[src/rtl/cmd_issuer.sv]
// DDR command issuer: pops {cmd,addr,bank} entries, waits out tRCD/tRP/tRFC/tCCD, drives pins.
// Codes: NOP 0, ACT 1, RD 2, WR 3, RDA 4, WRA 5, PRE 6, PREA 7, REF 8. Option: CMD_ISSUER_SEQ_CHK_EN.
module cmd_issuer #(
   parameter int unsigned ADDR_BITS = 14,
   parameter int unsigned BA_BITS   = 3,
   parameter int unsigned CMD_W     = 4,
   parameter int unsigned T_RCD     = 4,
   parameter int unsigned T_RP      = 4,
   parameter int unsigned T_RFC     = 32,
   parameter int unsigned T_CCD     = 2
) (
   input  logic                               clk,
   input  logic                               rst_n,
   input  logic                               isu_fifo_empty,
   input  logic [CMD_W+ADDR_BITS+BA_BITS-1:0] isu_fifo_dout,
   output logic                               isu_fifo_rd,
   output logic                               cs_n,
   output logic                               ras_n,
   output logic                               cas_n,
   output logic                               we_n,
   output logic [ADDR_BITS-1:0]               dram_addr,
   output logic [BA_BITS-1:0]                 dram_ba,
   output logic                               rd_issued,
   output logic                               wr_issued,
   output logic                               busy,
   output logic                               seq_err
);

   localparam int unsigned EntW = CMD_W + ADDR_BITS + BA_BITS;
   localparam int unsigned CntW = $clog2(T_RFC + T_RP + T_CCD + 1);

   localparam logic [CMD_W-1:0] CmdAct  = CMD_W'(1);
   localparam logic [CMD_W-1:0] CmdRd   = CMD_W'(2);
   localparam logic [CMD_W-1:0] CmdWr   = CMD_W'(3);
   localparam logic [CMD_W-1:0] CmdRda  = CMD_W'(4);
   localparam logic [CMD_W-1:0] CmdWra  = CMD_W'(5);
   localparam logic [CMD_W-1:0] CmdPre  = CMD_W'(6);
   localparam logic [CMD_W-1:0] CmdPrea = CMD_W'(7);
   localparam logic [CMD_W-1:0] CmdRef  = CMD_W'(8);

   localparam logic [ADDR_BITS-1:0] A10 = ADDR_BITS'(1) << 10;

   localparam logic [CntW-1:0] LdRcd = CntW'(T_RCD - 1);
   localparam logic [CntW-1:0] LdRp  = CntW'(T_RP - 1);
   localparam logic [CntW-1:0] LdRpa = CntW'(T_RP + T_CCD - 1);
   localparam logic [CntW-1:0] LdRfc = CntW'(T_RFC - 1);
   localparam logic [CntW-1:0] LdCcd = CntW'(T_CCD - 1);

   typedef enum logic [1:0] {StIdle, StFetch, StWait, StIssue} state_e;

   state_e               state_q;
   logic [CMD_W-1:0]     cmd_q;
   logic [ADDR_BITS-1:0] addr_q;
   logic [BA_BITS-1:0]   ba_q;
   logic [CntW-1:0]      cnt_rcd_q, cnt_rp_q, cnt_rfc_q, cnt_ccd_q;
   logic [CntW-1:0]      cnt_rcd_d, cnt_rp_d, cnt_rfc_d, cnt_ccd_d;

   logic [CMD_W-1:0]     ent_cmd, cur_cmd;
   logic [ADDR_BITS-1:0] ent_addr, cur_addr, p_addr;
   logic [BA_BITS-1:0]   ent_ba, cur_ba, p_ba;
   logic [2:0]           p_rcw;
   logic                 p_rd, p_wr, known, ready, go;
   logic                 rcd_ok, rp_ok, rfc_ok, ccd_ok;

   assign ent_cmd  = isu_fifo_dout[EntW-1 -: CMD_W];
   assign ent_addr = isu_fifo_dout[BA_BITS +: ADDR_BITS];
   assign ent_ba   = isu_fifo_dout[BA_BITS-1:0];

   // In FETCH the entry is not latched yet, so decode straight from the FIFO output.
   assign cur_cmd  = (state_q == StFetch) ? ent_cmd  : cmd_q;
   assign cur_addr = (state_q == StFetch) ? ent_addr : addr_q;
   assign cur_ba   = (state_q == StFetch) ? ent_ba   : ba_q;

   // A count of 1 reaches 0 in the cycle the command would appear on the pins.
   assign rcd_ok = (cnt_rcd_q <= CntW'(1));
   assign rp_ok  = (cnt_rp_q  <= CntW'(1));
   assign rfc_ok = (cnt_rfc_q <= CntW'(1));
   assign ccd_ok = (cnt_ccd_q <= CntW'(1));

   always_comb begin
      known  = 1'b1;
      ready  = 1'b1;
      p_rcw  = 3'b111;
      p_addr = '0;
      p_ba   = cur_ba;
      p_rd   = 1'b0;
      p_wr   = 1'b0;
      case (cur_cmd)
         CmdAct: begin
            p_rcw  = 3'b011;
            p_addr = cur_addr;
            ready  = rp_ok && rfc_ok;
         end
         CmdRd, CmdRda: begin
            p_rcw  = 3'b101;
            p_addr = (cur_addr & ~A10) | ((cur_cmd == CmdRda) ? A10 : '0);
            p_rd   = 1'b1;
            ready  = rcd_ok && ccd_ok && rfc_ok;
         end
         CmdWr, CmdWra: begin
            p_rcw  = 3'b100;
            p_addr = (cur_addr & ~A10) | ((cur_cmd == CmdWra) ? A10 : '0);
            p_wr   = 1'b1;
            ready  = rcd_ok && ccd_ok && rfc_ok;
         end
         CmdPre: begin
            p_rcw = 3'b010;
            ready = rfc_ok;
         end
         CmdPrea: begin
            p_rcw  = 3'b010;
            p_addr = A10;
            p_ba   = '0;
            ready  = rfc_ok;
         end
         CmdRef: begin
            p_rcw = 3'b001;
            p_ba  = '0;
            ready = rp_ok && rfc_ok;
         end
         default: known = 1'b0;
      endcase
   end

   assign go = ((state_q == StFetch) && known && ready) || ((state_q == StWait) && ready);

   function automatic logic [CntW-1:0] dec(input logic [CntW-1:0] c);
      return (c == '0) ? c : c - CntW'(1);
   endfunction

   function automatic logic [CntW-1:0] max2(input logic [CntW-1:0] a, input logic [CntW-1:0] b);
      return (a > b) ? a : b;
   endfunction

   always_comb begin
      cnt_rcd_d = dec(cnt_rcd_q);
      cnt_rp_d  = dec(cnt_rp_q);
      cnt_rfc_d = dec(cnt_rfc_q);
      cnt_ccd_d = dec(cnt_ccd_q);
      if (state_q == StIssue) begin
         case (cmd_q)
            CmdAct:          cnt_rcd_d = max2(cnt_rcd_d, LdRcd);
            CmdRd, CmdWr:    cnt_ccd_d = max2(cnt_ccd_d, LdCcd);
            CmdRda, CmdWra: begin
               cnt_ccd_d = max2(cnt_ccd_d, LdCcd);
               cnt_rp_d  = max2(cnt_rp_d, LdRpa);
            end
            CmdPre, CmdPrea: cnt_rp_d  = max2(cnt_rp_d, LdRp);
            CmdRef:          cnt_rfc_d = max2(cnt_rfc_d, LdRfc);
            default: ;
         endcase
      end
   end

   always_ff @(posedge clk or negedge rst_n) begin
      if (!rst_n) begin
         cnt_rcd_q <= '0;
         cnt_rp_q  <= '0;
         cnt_rfc_q <= '0;
         cnt_ccd_q <= '0;
      end else begin
         cnt_rcd_q <= cnt_rcd_d;
         cnt_rp_q  <= cnt_rp_d;
         cnt_rfc_q <= cnt_rfc_d;
         cnt_ccd_q <= cnt_ccd_d;
      end
   end

   always_ff @(posedge clk or negedge rst_n) begin
      if (!rst_n) begin
         state_q     <= StIdle;
         cmd_q       <= '0;
         addr_q      <= '0;
         ba_q        <= '0;
         isu_fifo_rd <= 1'b0;
         cs_n        <= 1'b1;
         ras_n       <= 1'b1;
         cas_n       <= 1'b1;
         we_n        <= 1'b1;
         dram_addr   <= '0;
         dram_ba     <= '0;
         rd_issued   <= 1'b0;
         wr_issued   <= 1'b0;
         busy        <= 1'b0;
      end else begin
         isu_fifo_rd <= 1'b0;
         cs_n        <= 1'b1;
         ras_n       <= 1'b1;
         cas_n       <= 1'b1;
         we_n        <= 1'b1;
         dram_addr   <= '0;
         dram_ba     <= '0;
         rd_issued   <= 1'b0;
         wr_issued   <= 1'b0;
         case (state_q)
            StIdle: begin
               if (isu_fifo_rd) begin
                  state_q <= StFetch;
                  busy    <= 1'b1;
               end else begin
                  isu_fifo_rd <= !isu_fifo_empty;
               end
            end
            StFetch: begin
               cmd_q  <= ent_cmd;
               addr_q <= ent_addr;
               ba_q   <= ent_ba;
               if (!known) begin
                  state_q     <= StIdle;
                  busy        <= 1'b0;
                  isu_fifo_rd <= !isu_fifo_empty;
               end else if (ready) begin
                  state_q <= StIssue;
               end else begin
                  state_q <= StWait;
               end
            end
            StWait: if (ready) state_q <= StIssue;
            StIssue: begin
               state_q     <= StIdle;
               busy        <= 1'b0;
               isu_fifo_rd <= !isu_fifo_empty;
            end
            default: state_q <= StIdle;
         endcase
         if (go) begin
            cs_n                 <= 1'b0;
            {ras_n, cas_n, we_n} <= p_rcw;
            dram_addr            <= p_addr;
            dram_ba              <= p_ba;
            rd_issued            <= p_rd;
            wr_issued            <= p_wr;
         end
      end
   end

`ifdef CMD_ISSUER_SEQ_CHK_EN
   localparam int unsigned NumBanks = 1 << BA_BITS;

   logic [NumBanks-1:0] open_q;
   logic                seq_err_q;

   // Tracks the command on the pins this cycle; the offending command is never held back.
   always_ff @(posedge clk or negedge rst_n) begin
      if (!rst_n) begin
         open_q    <= '0;
         seq_err_q <= 1'b0;
      end else if (state_q == StIssue) begin
         case (cmd_q)
            CmdAct: begin
               if (open_q[ba_q]) seq_err_q <= 1'b1;
               open_q[ba_q] <= 1'b1;
            end
            CmdRd, CmdWr: if (!open_q[ba_q]) seq_err_q <= 1'b1;
            CmdPre, CmdRda, CmdWra: open_q[ba_q] <= 1'b0;
            CmdPrea: open_q <= '0;
            CmdRef: begin
               if (|open_q) seq_err_q <= 1'b1;
               open_q <= '0;
            end
            default: ;
         endcase
      end
   end

   assign seq_err = seq_err_q;
`else
   assign seq_err = 1'b0;
`endif

endmodule
[config.mk]
export PLATFORM = sky130hd
export DESIGN_NAME = cmd_issuer
export DESIGN_NICKNAME = d
export VERILOG_FILES = /design/src/rtl/cmd_issuer.sv
export SDC_FILE = /design/constraint.sdc
export NUM_CORES = 1
export LEC_CHECK = 0
export ABC_AREA = 1
export CORE_MARGIN = 2
export CORE_UTILIZATION = 44
export CTS_BUF_LIST = sky130_fd_sc_hd__clkbuf_2
export DETAILED_ROUTE_END_ITERATION = 7
export GPL_TIMING_DRIVEN = 1
export HOLD_SLACK_MARGIN = 0.08
export PLACE_DENSITY_LB_ADDON = 0.1
export SYNTH_ARGS = -nofsm -noshare
export SYNTH_HDL_FRONTEND = slang
export SYNTH_SLANG_ARGS = --single-unit
[constraint.sdc]
create_clock -name clk -period 4.5 [get_ports clk]
set_input_delay 0.9 -clock clk [delete_from_list [all_inputs] [get_ports clk]]
set_output_delay 0.9 -clock clk [all_outputs]
set_load 0.03 [all_outputs]
==> results.txt <==
- The flow ran to the end, and the final reports show no timing, DRC or antenna violations.
- After detailed routing, the total wire length is between 7000 and 8000 microns.
- Met2 WL post-DR: between 3000 and 4000 microns
* # clock sinks: a little over 70
- Starting density of the core: ~46%
- The count of buffers added on input and output ports is 48.
- Relative to the synthesized area, the layout overhead comes to 20.30%.
- The most used flip-flop cell after synthesis is sky130_fd_sc_hd__dfrtp_1.
* Post-CTS sizing: 0
- Async set-reset flop share out of synthesis: 100.0%
- The die covers about 0.0089 sq mm.
- Adder and majority cell fraction of the synthesized area: under 10%
- Class of the most critical hold timing path: input port to async pin
* Critical path class: flop to primary output
- After layout, the worst path uses 59.05% of the clock period.
* Sequential power share: between 30% and 40%
- The worst setup path is captured at a primary output.
- STA classifies the critical path startpoint as a flop.
- The floorplan has 32 rows.
- Setup violations remaining at the end of the flow were counted as 0.
* Number of DRC violations after detailed routing: 0
* Final hold violation count: 0
* Final clock skew: ~0.032 ns
- The mapped netlist covers around 0.0036 sq mm.
- The cell family contributing the most delay on the critical path is buffers and inverters.
- The worst-case IR drop observed on VDD is approximately 0.00034 V.
* Critical Path Slowest Stage Cell: sky130_fd_sc_hd__clkdlybuf4s50_1
- Initial antenna violation count: 0
- Number of nets in the finished design: between 500 and 600
* Maximum clock frequency: around 380 MHz
- Max-slew violations: 0
- CP Max Fanout: 1
- GR Util All Layers: ~18%
* Number of global-route vias before repair: between 2k and 3k
* Number of vias per cell: roughly 4.7
- The H-tree generated during clock tree synthesis spans 3 levels.
- TritonCTS buffer count: 9
* Area fraction in compound gates after synthesis: under 10%
- Number of warning messages in the yosys log: 0
- Clock-pin slew was measured on the worst setup and hold paths at 0.23 ns.
* Simple-gate portion of the synthesized area: 29.23%
- P_int: between 1.5 and 2 mW
- Biggest area consumer among synthesized cells: sky130_fd_sc_hd__dfrtp_1
- Power spread over the standard cell area amounts to around 780 mW/mm^2.
- In this run the horizontal extent of the chip is 94.45 microns.
- In this run the standard cell core region covers 0.007807 sq mm.
- Setup Slack @ Placement: between 1.5 and 2 ns
- The clock network burns about 14% of the power.
- Normalized max-slew margin: 50.43%
- The critical path goes through clkdlybuf4s50_1.
* Switching Share: 46.08%
* Post-Syn Area per Cell: between 8 and 9 sq um
- Data arrives at the worst endpoint at between 1.5 and 2 ns.
- Top routing layer in use: met4
- Amount of wire on met3 after detailed routing: roughly 300 microns
* Flops & latches, synth: 72
- Synthesized Nets: 472
- CTS tree: done
- Worst endpoint required time: between 3 and 4 ns
- Share of total power in combinational logic: a little over half
- Clk_lat worst skew: between 0.5 and 0.6 ns
- Standby leakage power: approximately 2.2 nW
- Pin count of the biggest net entering global routing: 41
- After synthesis, flip-flops and latches occupy 50.19% of the total area.
* Fraction of final layout cells with drive strength greater than 1: between 10% and 20%
* Wire length of the first global-routing pass: about 13000 microns
- The detailed router put a total of between 3000 and 4000 microns of wire on met1.
- Setup repair after global routing missed its margin: false
- First-pass iteration count of the detailed router: 4
- Setup total negative slack on the finished layout was measured at 0 ns.
- Counting every instance in the synthesized netlist gives between 400 and 500.
- No sink is reached through more buffers than the 2 on the longest clock path.
* Weighted congestion at the end of routability-driven global placement: approximately 0.90
- By area the synthesized netlist is led by sky130_fd_sc_hd__dfrtp_1 47%, sky130_fd_sc_hd__nand2_1 10%, sky130_fd_sc_hd__inv_1 6.9%.
- Synth Area in XOR/XNOR: less than 1%
- The tree is rooted in a sky130_fd_sc_hd__clkbuf_2.
- Total power for the finished layout comes to approximately 3.4 mW.
- Slew at the pin with the worst max-slew slack: ~0.74 ns
* # IOs: 50
- For this run the aggregate overflow at the end of global routing stands at 0.
- Yosys mapped the design onto 34 distinct sky130hd cell types.
- Post-synth EDFFs: 0
- The clock period could shrink to 2.657 ns.
* Largest incremental delay on the critical path: 0.66 ns
* Detailed placement HPWL: 5243 microns
- Worst path bufs/invs: 1
- In this run the remaining antenna-violating nets after routing total 0.
- Largest family of logic cells by synthesized area: simple AND/OR/NAND/NOR gates
- Number of DRC violations after detailed-routing iteration 0: 82
- Post-synth top area share: about 47%
- Summed over all nets, the switching power comes to 1.565 mW.
- Dividing the detail-routed wire length by the instance count gives about 12 microns.
- ANT cells: 0
* Vert. Die Dim: 94.45 microns
- After clock tree synthesis, the setup repair step added 0 buffers.
* Count of hold buffers inserted by post-cts repair: 0
* Detailed-route via count: 2814
- In the synthesized netlist, mux cells make up 0% of the area.
- Number of max-cap violations: 0
* Setup ws final: about 1.8 ns
[power by group through the flow]
stage / Combinational, mW / Clock (mW) / Sequential, mW
2_1_floorplan: 1.21 / 0 / 1.26
3_3_place_gp: 1.75 / 0 / 1.14
3_5_place_dp: 1.79 / 0 / 1.15
4_1_cts: 1.80 / 0.502 / 1.13
5_1_grt: 2.03 / 0.536 / 1.17
6_report: 1.78 / 0.489 / 1.13
[per-stage QoR]
step	hold WS [ns]	std cells	util, %	area [sq um]
finish	0.4109	596	55.46	4330
global route	0.4399	596	55.46	4330
CTS	0.4275	596	55.46	4330
detailed placement	0.4655	580	53.35	4165
global placement	0.4592	580	53.35	4165
floorplan	0.4449	435	-	3600
[flip-flops by register name, indices dropped and copies added, names as in the netlist, 3 cells and up, named ones only]
name       cells
cmd_q          4
cnt_rp_q       6
addr_q        14
dram_addr     14
ba_q           3
cnt_ccd_q      6
cnt_rcd_q      6
dram_ba        3
cnt_rfc_q      6
[synthesized netlist by cell type, types with 2 or more instances]
cell type                  number
sky130_fd_sc_hd__or2_2         16
sky130_fd_sc_hd__nor3_1         8
sky130_fd_sc_hd__o21ai_0       28
sky130_fd_sc_hd__a21oi_1        7
sky130_fd_sc_hd__nand2_4        2
sky130_fd_sc_hd__dfstp_2        4
sky130_fd_sc_hd__dfrtp_1       68
sky130_fd_sc_hd__nor2_1        51
sky130_fd_sc_hd__o211ai_1       2
sky130_fd_sc_hd__nand2_2        8
sky130_fd_sc_hd__nor4_1         2
sky130_fd_sc_hd__xor2_1         3
sky130_fd_sc_hd__ha_1          13
sky130_fd_sc_hd__inv_1         66
sky130_fd_sc_hd__buf_4          2
sky130_fd_sc_hd__clkbuf_1       2
sky130_fd_sc_hd__nand3_1       21
sky130_fd_sc_hd__nor2_2        11
sky130_fd_sc_hd__nand3b_1       4
sky130_fd_sc_hd__nand2_1       99
sky130_fd_sc_hd__nand4_1        4
sky130_fd_sc_hd__buf_6          2
[layer usage]
metal,vias to the layer above,track usage [%]
met5,-,0
li1,1451,-
met2,45,29.82
met1,1311,23.93
met3,7,4.709
met4,0,5.797
[layout make-up]
cell class	instances	area, sq um
clock buffer	10	50.05
clock inverter	6	115.1
fill	743	3477
inverter	68	257.7
multi-input combinational	289	1490
sequential	72	1807
tap	102	127.6
timing repair buffer	49	483.0
[kinds of logic after synthesis]
kind of cell	count (synthesis)
buf+inv	74
compound gates	42
other cells	1
flops	72
simple gates	229
fa+ha+maj	13
xor+xnor	4
[path summary, 6_finish.rpt]
kind / start / endpoint / depth (start not counted) / slack (ns)
max: we_n / we_n / 1 / 1.84
max in group asynchronous: rst_n / cs_n / 2 / 3.08
min reg2reg: ba_q[1] / ba_q[1] / 2 / 0.51
min in group clk: ba_q[1] / ba_q[1] / 2 / 0.51
max reg2reg: state_q[0] / dram_addr[0] / 12 / 2.10
min: rst_n / cnt_ccd_q[0] / 1 / 0.41
[placed cells by master (no fill, tap or decap), types with 7 or more instances in the layout]
master,netlist,layout
sky130_fd_sc_hd__a21oi_1,7,7
sky130_fd_sc_hd__clkbuf_2,0,10
sky130_fd_sc_hd__clkdlybuf4s50_1,0,47
sky130_fd_sc_hd__dfrtp_1,68,68
sky130_fd_sc_hd__ha_1,13,13
sky130_fd_sc_hd__inv_1,66,66
sky130_fd_sc_hd__nand2_1,99,99
sky130_fd_sc_hd__nand2_2,8,8
sky130_fd_sc_hd__nand3_1,21,21
sky130_fd_sc_hd__nor2_1,51,51
sky130_fd_sc_hd__nor2_2,11,11
sky130_fd_sc_hd__nor3_1,8,8
sky130_fd_sc_hd__o21ai_0,28,28
sky130_fd_sc_hd__or2_2,16,16
Note: power is estimated with default switching activity, not from simulation.
